<file path="config.mk">
export PLATFORM = sky130hd
export DESIGN_NAME = input_debouncer
export DESIGN_NICKNAME = d
export VERILOG_FILES = /design/src/rtl/input_debouncer.sv
export SDC_FILE = /design/constraint.sdc
export NUM_CORES = 1
export LEC_CHECK = 0
export CORE_MARGIN = 2
export CORE_UTILIZATION = 50
export CTS_CLUSTER_SIZE = 10
export DETAILED_ROUTE_END_ITERATION = 7
export PLACE_DENSITY = 0.72
export SYNTH_ARGS = -nofsm -noshare
export SYNTH_HDL_FRONTEND = slang
export SYNTH_SLANG_ARGS = --single-unit
</file>
<file path="constraint.sdc">
create_clock -name CLK -period 1.85 [get_ports CLK]
set_input_delay 0.2775 -clock CLK [delete_from_list [all_inputs] [get_ports CLK]]
set_output_delay 0.2775 -clock CLK [all_outputs]
set_load 0.01 [all_outputs]
</file>
<file path="src/rtl/input_debouncer.sv">
// Raw input conditioner: synchronizer chain followed by a four-state debounce FSM.
// Emits a registered debounced level plus single-cycle rise/fall strobes.
module input_debouncer #(
  parameter int SYNC_STAGES  = 2,
  parameter int DEBOUNCE_CNT = 4,
  parameter int CNT_W        = 16
) (
  input  logic CLK,
  input  logic RST,
  input  logic Raw_In,
  output logic Out1,
  output logic Rise,
  output logic Fall
);

  typedef enum logic [1:0] {
    LOW      = 2'd0,
    RISE_CHK = 2'd1,
    HIGH     = 2'd2,
    FALL_CHK = 2'd3
  } state_t;

  localparam logic [CNT_W-1:0] LAST = CNT_W'(DEBOUNCE_CNT - 1);
  localparam logic [CNT_W-1:0] ONE  = CNT_W'(1);

  logic [SYNC_STAGES-1:0] r_sync;
  logic                   w_s;

  state_t           r_state;
  state_t           w_state_nxt;
  logic [CNT_W-1:0] r_cnt;
  logic [CNT_W-1:0] w_cnt_nxt;
  logic             w_out_nxt;
  logic             w_rise_nxt;
  logic             w_fall_nxt;

  assign w_s = r_sync[SYNC_STAGES-1];

  always_ff @(posedge CLK) begin
    if (RST) begin
      r_sync <= '0;
    end else begin
      r_sync <= {r_sync[SYNC_STAGES-2:0], Raw_In};
    end
  end

  // State register; outputs are registered here so nothing from Raw_In
  // reaches a port combinationally.
  always_ff @(posedge CLK) begin
    if (RST) begin
      r_state <= LOW;
      r_cnt   <= '0;
      Out1    <= 1'b0;
      Rise    <= 1'b0;
      Fall    <= 1'b0;
    end else begin
      r_state <= w_state_nxt;
      r_cnt   <= w_cnt_nxt;
      Out1    <= w_out_nxt;
      Rise    <= w_rise_nxt;
      Fall    <= w_fall_nxt;
    end
  end

  always_comb begin
    w_state_nxt = LOW;
    w_cnt_nxt   = '0;
    case (r_state)
      LOW: begin
        if (w_s) begin
          w_state_nxt = RISE_CHK;
          w_cnt_nxt   = ONE;
        end
      end
      RISE_CHK: begin
        if (!w_s) begin
          w_state_nxt = LOW;
        end else if (r_cnt == LAST) begin
          w_state_nxt = HIGH;
        end else begin
          w_state_nxt = RISE_CHK;
          w_cnt_nxt   = r_cnt + ONE;
        end
      end
      HIGH: begin
        w_state_nxt = HIGH;
        if (!w_s) begin
          w_state_nxt = FALL_CHK;
          w_cnt_nxt   = ONE;
        end
      end
      FALL_CHK: begin
        if (w_s) begin
          w_state_nxt = HIGH;
        end else if (r_cnt == LAST) begin
          w_state_nxt = LOW;
        end else begin
          w_state_nxt = FALL_CHK;
          w_cnt_nxt   = r_cnt + ONE;
        end
      end
      default: begin
        w_state_nxt = LOW;
        w_cnt_nxt   = '0;
      end
    endcase
  end

  always_comb begin
    w_out_nxt  = 1'b0;
    w_rise_nxt = 1'b0;
    w_fall_nxt = 1'b0;
    case (r_state)
      LOW:      w_out_nxt = 1'b0;
      HIGH:     w_out_nxt = 1'b1;
      RISE_CHK: begin
        w_rise_nxt = w_s && (r_cnt == LAST);
        w_out_nxt  = w_rise_nxt;
      end
      FALL_CHK: begin
        w_fall_nxt = !w_s && (r_cnt == LAST);
        w_out_nxt  = !w_fall_nxt;
      end
      default: begin
        w_out_nxt  = 1'b0;
        w_rise_nxt = 1'b0;
        w_fall_nxt = 1'b0;
      end
    endcase
  end

endmodule

</file>
* Yosys cells after proc, flatten, opt, wreduce, memory -nomap -nowiden
Cells that the tools add are included.
** Word-level totals
- Bits in writable memories :: 0
- Bits in latches :: 0
- Memories kept :: 0
- Memory bits (read-only) :: 0
- Register bits :: 23
** Operators by class
- Bitwise operators :: 2
- Equality and inequality tests :: 4
- Divide/modulo/power cells :: 0
- Shift operators :: 0
- Multipliers :: 0
- Reduce and logical (&&, ||, !) cells :: 7
- Order comparisons :: 0
- Muxes and demuxes :: 14
- Add/sub/neg operators :: 1
** Operator list (number)
- one-hot mux 16 bit (4 select lines) :: 1
- 2-to-1 mux 16 bit :: 3
- adder 16 x 1 -> 16 bit (second input constant) :: 1
- equality test 16 x 2 -> 1 bit (second input constant) :: 1
- 2-to-1 mux 2 bit :: 4
- one-hot mux 2 bit (4 select lines) :: 1
- equality test 2 bit (second input constant) :: 2
- 2-to-1 mux 1 bit :: 4
- one-hot mux 1 bit (4 select lines) :: 1
- OR reduction 2 bit :: 2
- equality test 2 x 1 -> 1 bit (second input constant) :: 1
- logical AND 1 bit :: 2
- zero test 1 bit :: 2
- zero test 2 bit :: 1
- inverter 1 bit :: 2

* Depth between registers and ports, before layout
- Word-level depth :: 4
- Mapped depth :: 8

* Worst setup path before layout
OpenSTA, ideal clock, no wires.
- Path kind :: reg2reg
- Start :: register r_cnt[0]
- End :: register r_cnt[12]
- Clock period less this slack :: 1.897 ns
- Stages on the path, launching flop included :: 9
- Data arrival time :: 1.833 ns
- Path slack :: -0.047 ns
- Path buffers :: 3
- Cell sequence :: dfxtp_1 ha_1 nor4b_1 and4_1 buf_6 or4b_4 buf_6 buf_8 nor2_1
** On the way
- Word-level cells in the longest chain between the ends :: 4
- Elaborated cells between the ends (all ways) :: 6
- Classes of those cells :: add/sub: 1; eq/ne: 1; mux: 4
** Ends and longest elaborated chain
- start: declaration :: line 31 : logic [CNT_W-1:0] r_cnt;
- start signal: assignment :: line 58 : r_cnt <= w_cnt_nxt;
- adder 16 x 1 -> 16 bit or equality test 16 x 2 -> 1 bit (tied branches)
- 2-to-1 mux 16 bit * :: line 78, 95
- 2-to-1 mux 16 bit, on equally long branches :: line 93, 76
- one-hot mux 16 bit (4 select lines) * :: line 68 : case (r_state)
Every way passes the cells marked *; elsewhere a longest branch is shown, timed or not.
A chain may end at the register's enable or synchronous reset.

* Worst setup path after layout
- Start :: register r_cnt[1]
- End :: register r_cnt[6]
Same word-level chain as after synthesis.

==> results_dict.tcl <==
set metrics [dict create \
    area_growth_pct 10.65 \
    r2r_start "r_cnt[1]" \
    grt_first_pass_wirelength_mm 2.835 \
    maxCapViolCount 0 \
    numCtsBuffers 3 \
    vias 720 \
    cp.required_ps 2100 \
    first_global_vias 639 \
    wl_per_cell_um 12.57 \
    ys_seq_area_share_pct 47.24 \
    initial_core_util_pct 54.67 \
    avgSynthCellArea_um2 9.650 \
    drive_gt1_share_pct 10.81 \
    diodes 0 \
    synth.top_cell.area_share_pct 47.24 \
    die_w_um 48.15 \
    cts_tree "done" \
    max_slew_margin_pct 76.98 \
    synth_cell_types 24 \
    setup_ws_ps 81.72 \
    drtIter0Drc 18 \
    peakVddDrop_mv 0.5737 \
    finalNetCount 116 \
    post-route-util_pct 60.49 \
    critPathArrivalTime_ps 2020 \
    path_clk_slew_ps 130 \
    leakage_nw 0.3364 \
    die_area_um2 2318 \
    grt_start_max_net_pins 16 \
    post_cts_buffers 0 \
    hold_violations 0 \
    rsz0062_at_grt "false" \
    ys_top_cells_by_area "dfxtp_1, xnor2_1, nor2_1" \
    gp_congestion 0.7493 \
    io_pins 6 \
    slew_violations 0 \
    dieHeight_um 48.15 \
    cts.sinks 23 \
    n_fill_cell 163 \
    port_buffers 5 \
    first_pass_iters 4 \
    critPathKind "reg2reg" \
    rows 15 \
    dp_slack_ps 111.0 \
    clock_skew_ps 11.49 \
    worstReg2RegEnd "r_cnt[6]" \
    fin_crit_ps 1768 \
    dpl.hpwl_mm 1.216 \
    cellPowerDensity_nw_per_um2 693.3 \
    cts_buffer_depth 2 \
    dp.cells 132 \
    end_kind "flop" \
    cts_resized 0 \
    hold_buffers 0 \
    antenna_found_initial 0 \
    synth.net_count 105 \
    fin_area_um2 1079 \
    route.detailed.drc 0 \
    worstHoldPathType "reg2reg" \
    setup.worst_path.start "r_cnt[1]" \
    syn_area_um2 974.7 \
    worst_pin_slew_ps 342.2 \
    status "finished, final reports clean" \
    grtUsageTotal_pct 18.37 \
    setup_viol 0 \
    postSynthCellCount 101 \
    ys_ff_latch 23 \
    reg2reg_depth 5 \
    overflow 0 \
    cp_max_fo 15 \
    finalSetupTns_ps 0 \
    fp.coreArea_um2 1783 \
    start_kind "flop" \
    drtAntennaViolNets 0 \
    yosysTopAreaCell "dfxtp_1" \
    fmax_ghz 0.5655 \
    period_share_pct 95.58 \
    clockRootBuffer "clkbuf_4" \
    cts.htree.levels 1 \
    synth_warnings 0 \
    r2r_setup_slack_ps 80 \
    wirelength_mm 1.709 \
    worstSkewPairLatency_ps 320 \
    placed_cell_area_um2 1051 \
    cp-endpoint "r_cnt[6]" \
    routed_via_density 5.294 \
    final_cells 136 \
]
-- state kept, by name, summed over array words and instances, names as in the netlist --
| register | count |
|---|---|
| r_sync | 2 |
| Out1 | 1 |
| r_state | 2 |
| Rise | 1 |
| Fall | 1 |
| r_cnt | 16 |
-- per-stage QoR --
stage | power, mW | hold slack, ps
2_1_floorplan | 0.5175 | 349.1
3_3_place_gp | 0.5257 | 425.3
3_5_place_dp | 0.5261 | 435.4
4_1_cts | 0.7605 | 458.4
5_1_grt | 0.7789 | 464.8
6_report | 0.7477 | 455.1
-- cells in the final DEF (no fill, tap or decap) --
master / synthesis / layout
nand4_1: 5 / 5
clkbuf_4: 0 / 3
and4_1: 2 / 2
nor4_1: 5 / 5
a41o_1: 2 / 2
nor2_2: 1 / 1
nand3_1: 4 / 4
a21oi_1: 1 / 1
nand2_1: 6 / 6
xor2_1: 5 / 5
clkinv_2: 0 / 1
or4b_4: 1 / 1
nor3_1: 4 / 4
dfxtp_1: 23 / 23
a211oi_1: 1 / 1
nor3b_1: 2 / 2
o21a_1: 1 / 1
inv_1: 3 / 3
clkdlybuf4s50_1: 0 / 5
nor2b_1: 2 / 2
buf_4: 0 / 4
or3b_2: 1 / 1
nor4b_1: 3 / 3
ha_2: 0 / 1
nor2_1: 15 / 15
xnor2_1: 10 / 10
-- worst min-delay path by stage --
| stage | from | end | depth (start not counted) |
|---|---|---|---|
| final | r_sync[0] | r_sync[1] | 1 |
| after global routing | r_sync[0] | r_sync[1] | 1 |
| after CTS | r_sync[0] | r_sync[1] | 1 |
| after detailed placement | r_sync[0] | r_sync[1] | 1 |
| after global placement | r_sync[0] | r_sync[1] | 1 |
| after floorplan | RST | r_sync[0] | 1 |
-- power breakdown --
group	internal [mW]	switching, mW
Combinational	0.00802	0.00563
Clock	0.0811	0.152
Sequential	0.498	0.00307
-- cell usage after synthesis, drive strengths merged --
library cell,number
nor3b,2
a211oi,1
nor2b,2
nand4,5
nor4,5
o21a,1
inv,3
ha,1
or4b,1
or3b,1
xnor2,10
xor2,5
nand2,6
and4,2
dfxtp,23
nor4b,3
nand3,4
a41o,2
nor3,4
a21oi,1
buf,3
nor2,16
-- worst max-delay path, cell delays in order, from the launching register on --
cell and delay, ps:
dfxtp_1 370, ha_2 220, nor4b_1 140, and4_1 190, or4b_4 630, nor2_1 150
-- logic make-up (layout without fill, tap and decap cells) --
family,after synthesis,after routing,share of synthesized area [%]
AND/OR/NAND/NOR,51,51,28.88
flip-flops,23,23,47.24
XOR/XNOR,15,15,13.48
buffers and inverters,6,16,5.006
AO/OA/AOI/OAI,5,5,4.108
adder cells (fa/ha/maj),1,1,1.283
-- area by class of cell --
cell class | instances | area [um^2] | share of cell area (%)
tap | 25 | 31.28 | 2.900
clock buffer | 3 | 22.52 | 2.088
multi-input combinational | 72 | 467.9 | 43.39
clock inverter | 1 | 5.005 | 0.4640
timing repair buffer | 9 | 80.08 | 7.425
sequential | 23 | 460.4 | 42.69
inverter | 3 | 11.26 | 1.044
-- per-layer routing --
layer	wire length, um	track usage, %
met5	0	0
met4	17	8.108
met3	58	7.778
met2	735	24.47
met1	899	25.63
No activity file was read; power rests on OpenSTA's default activity.
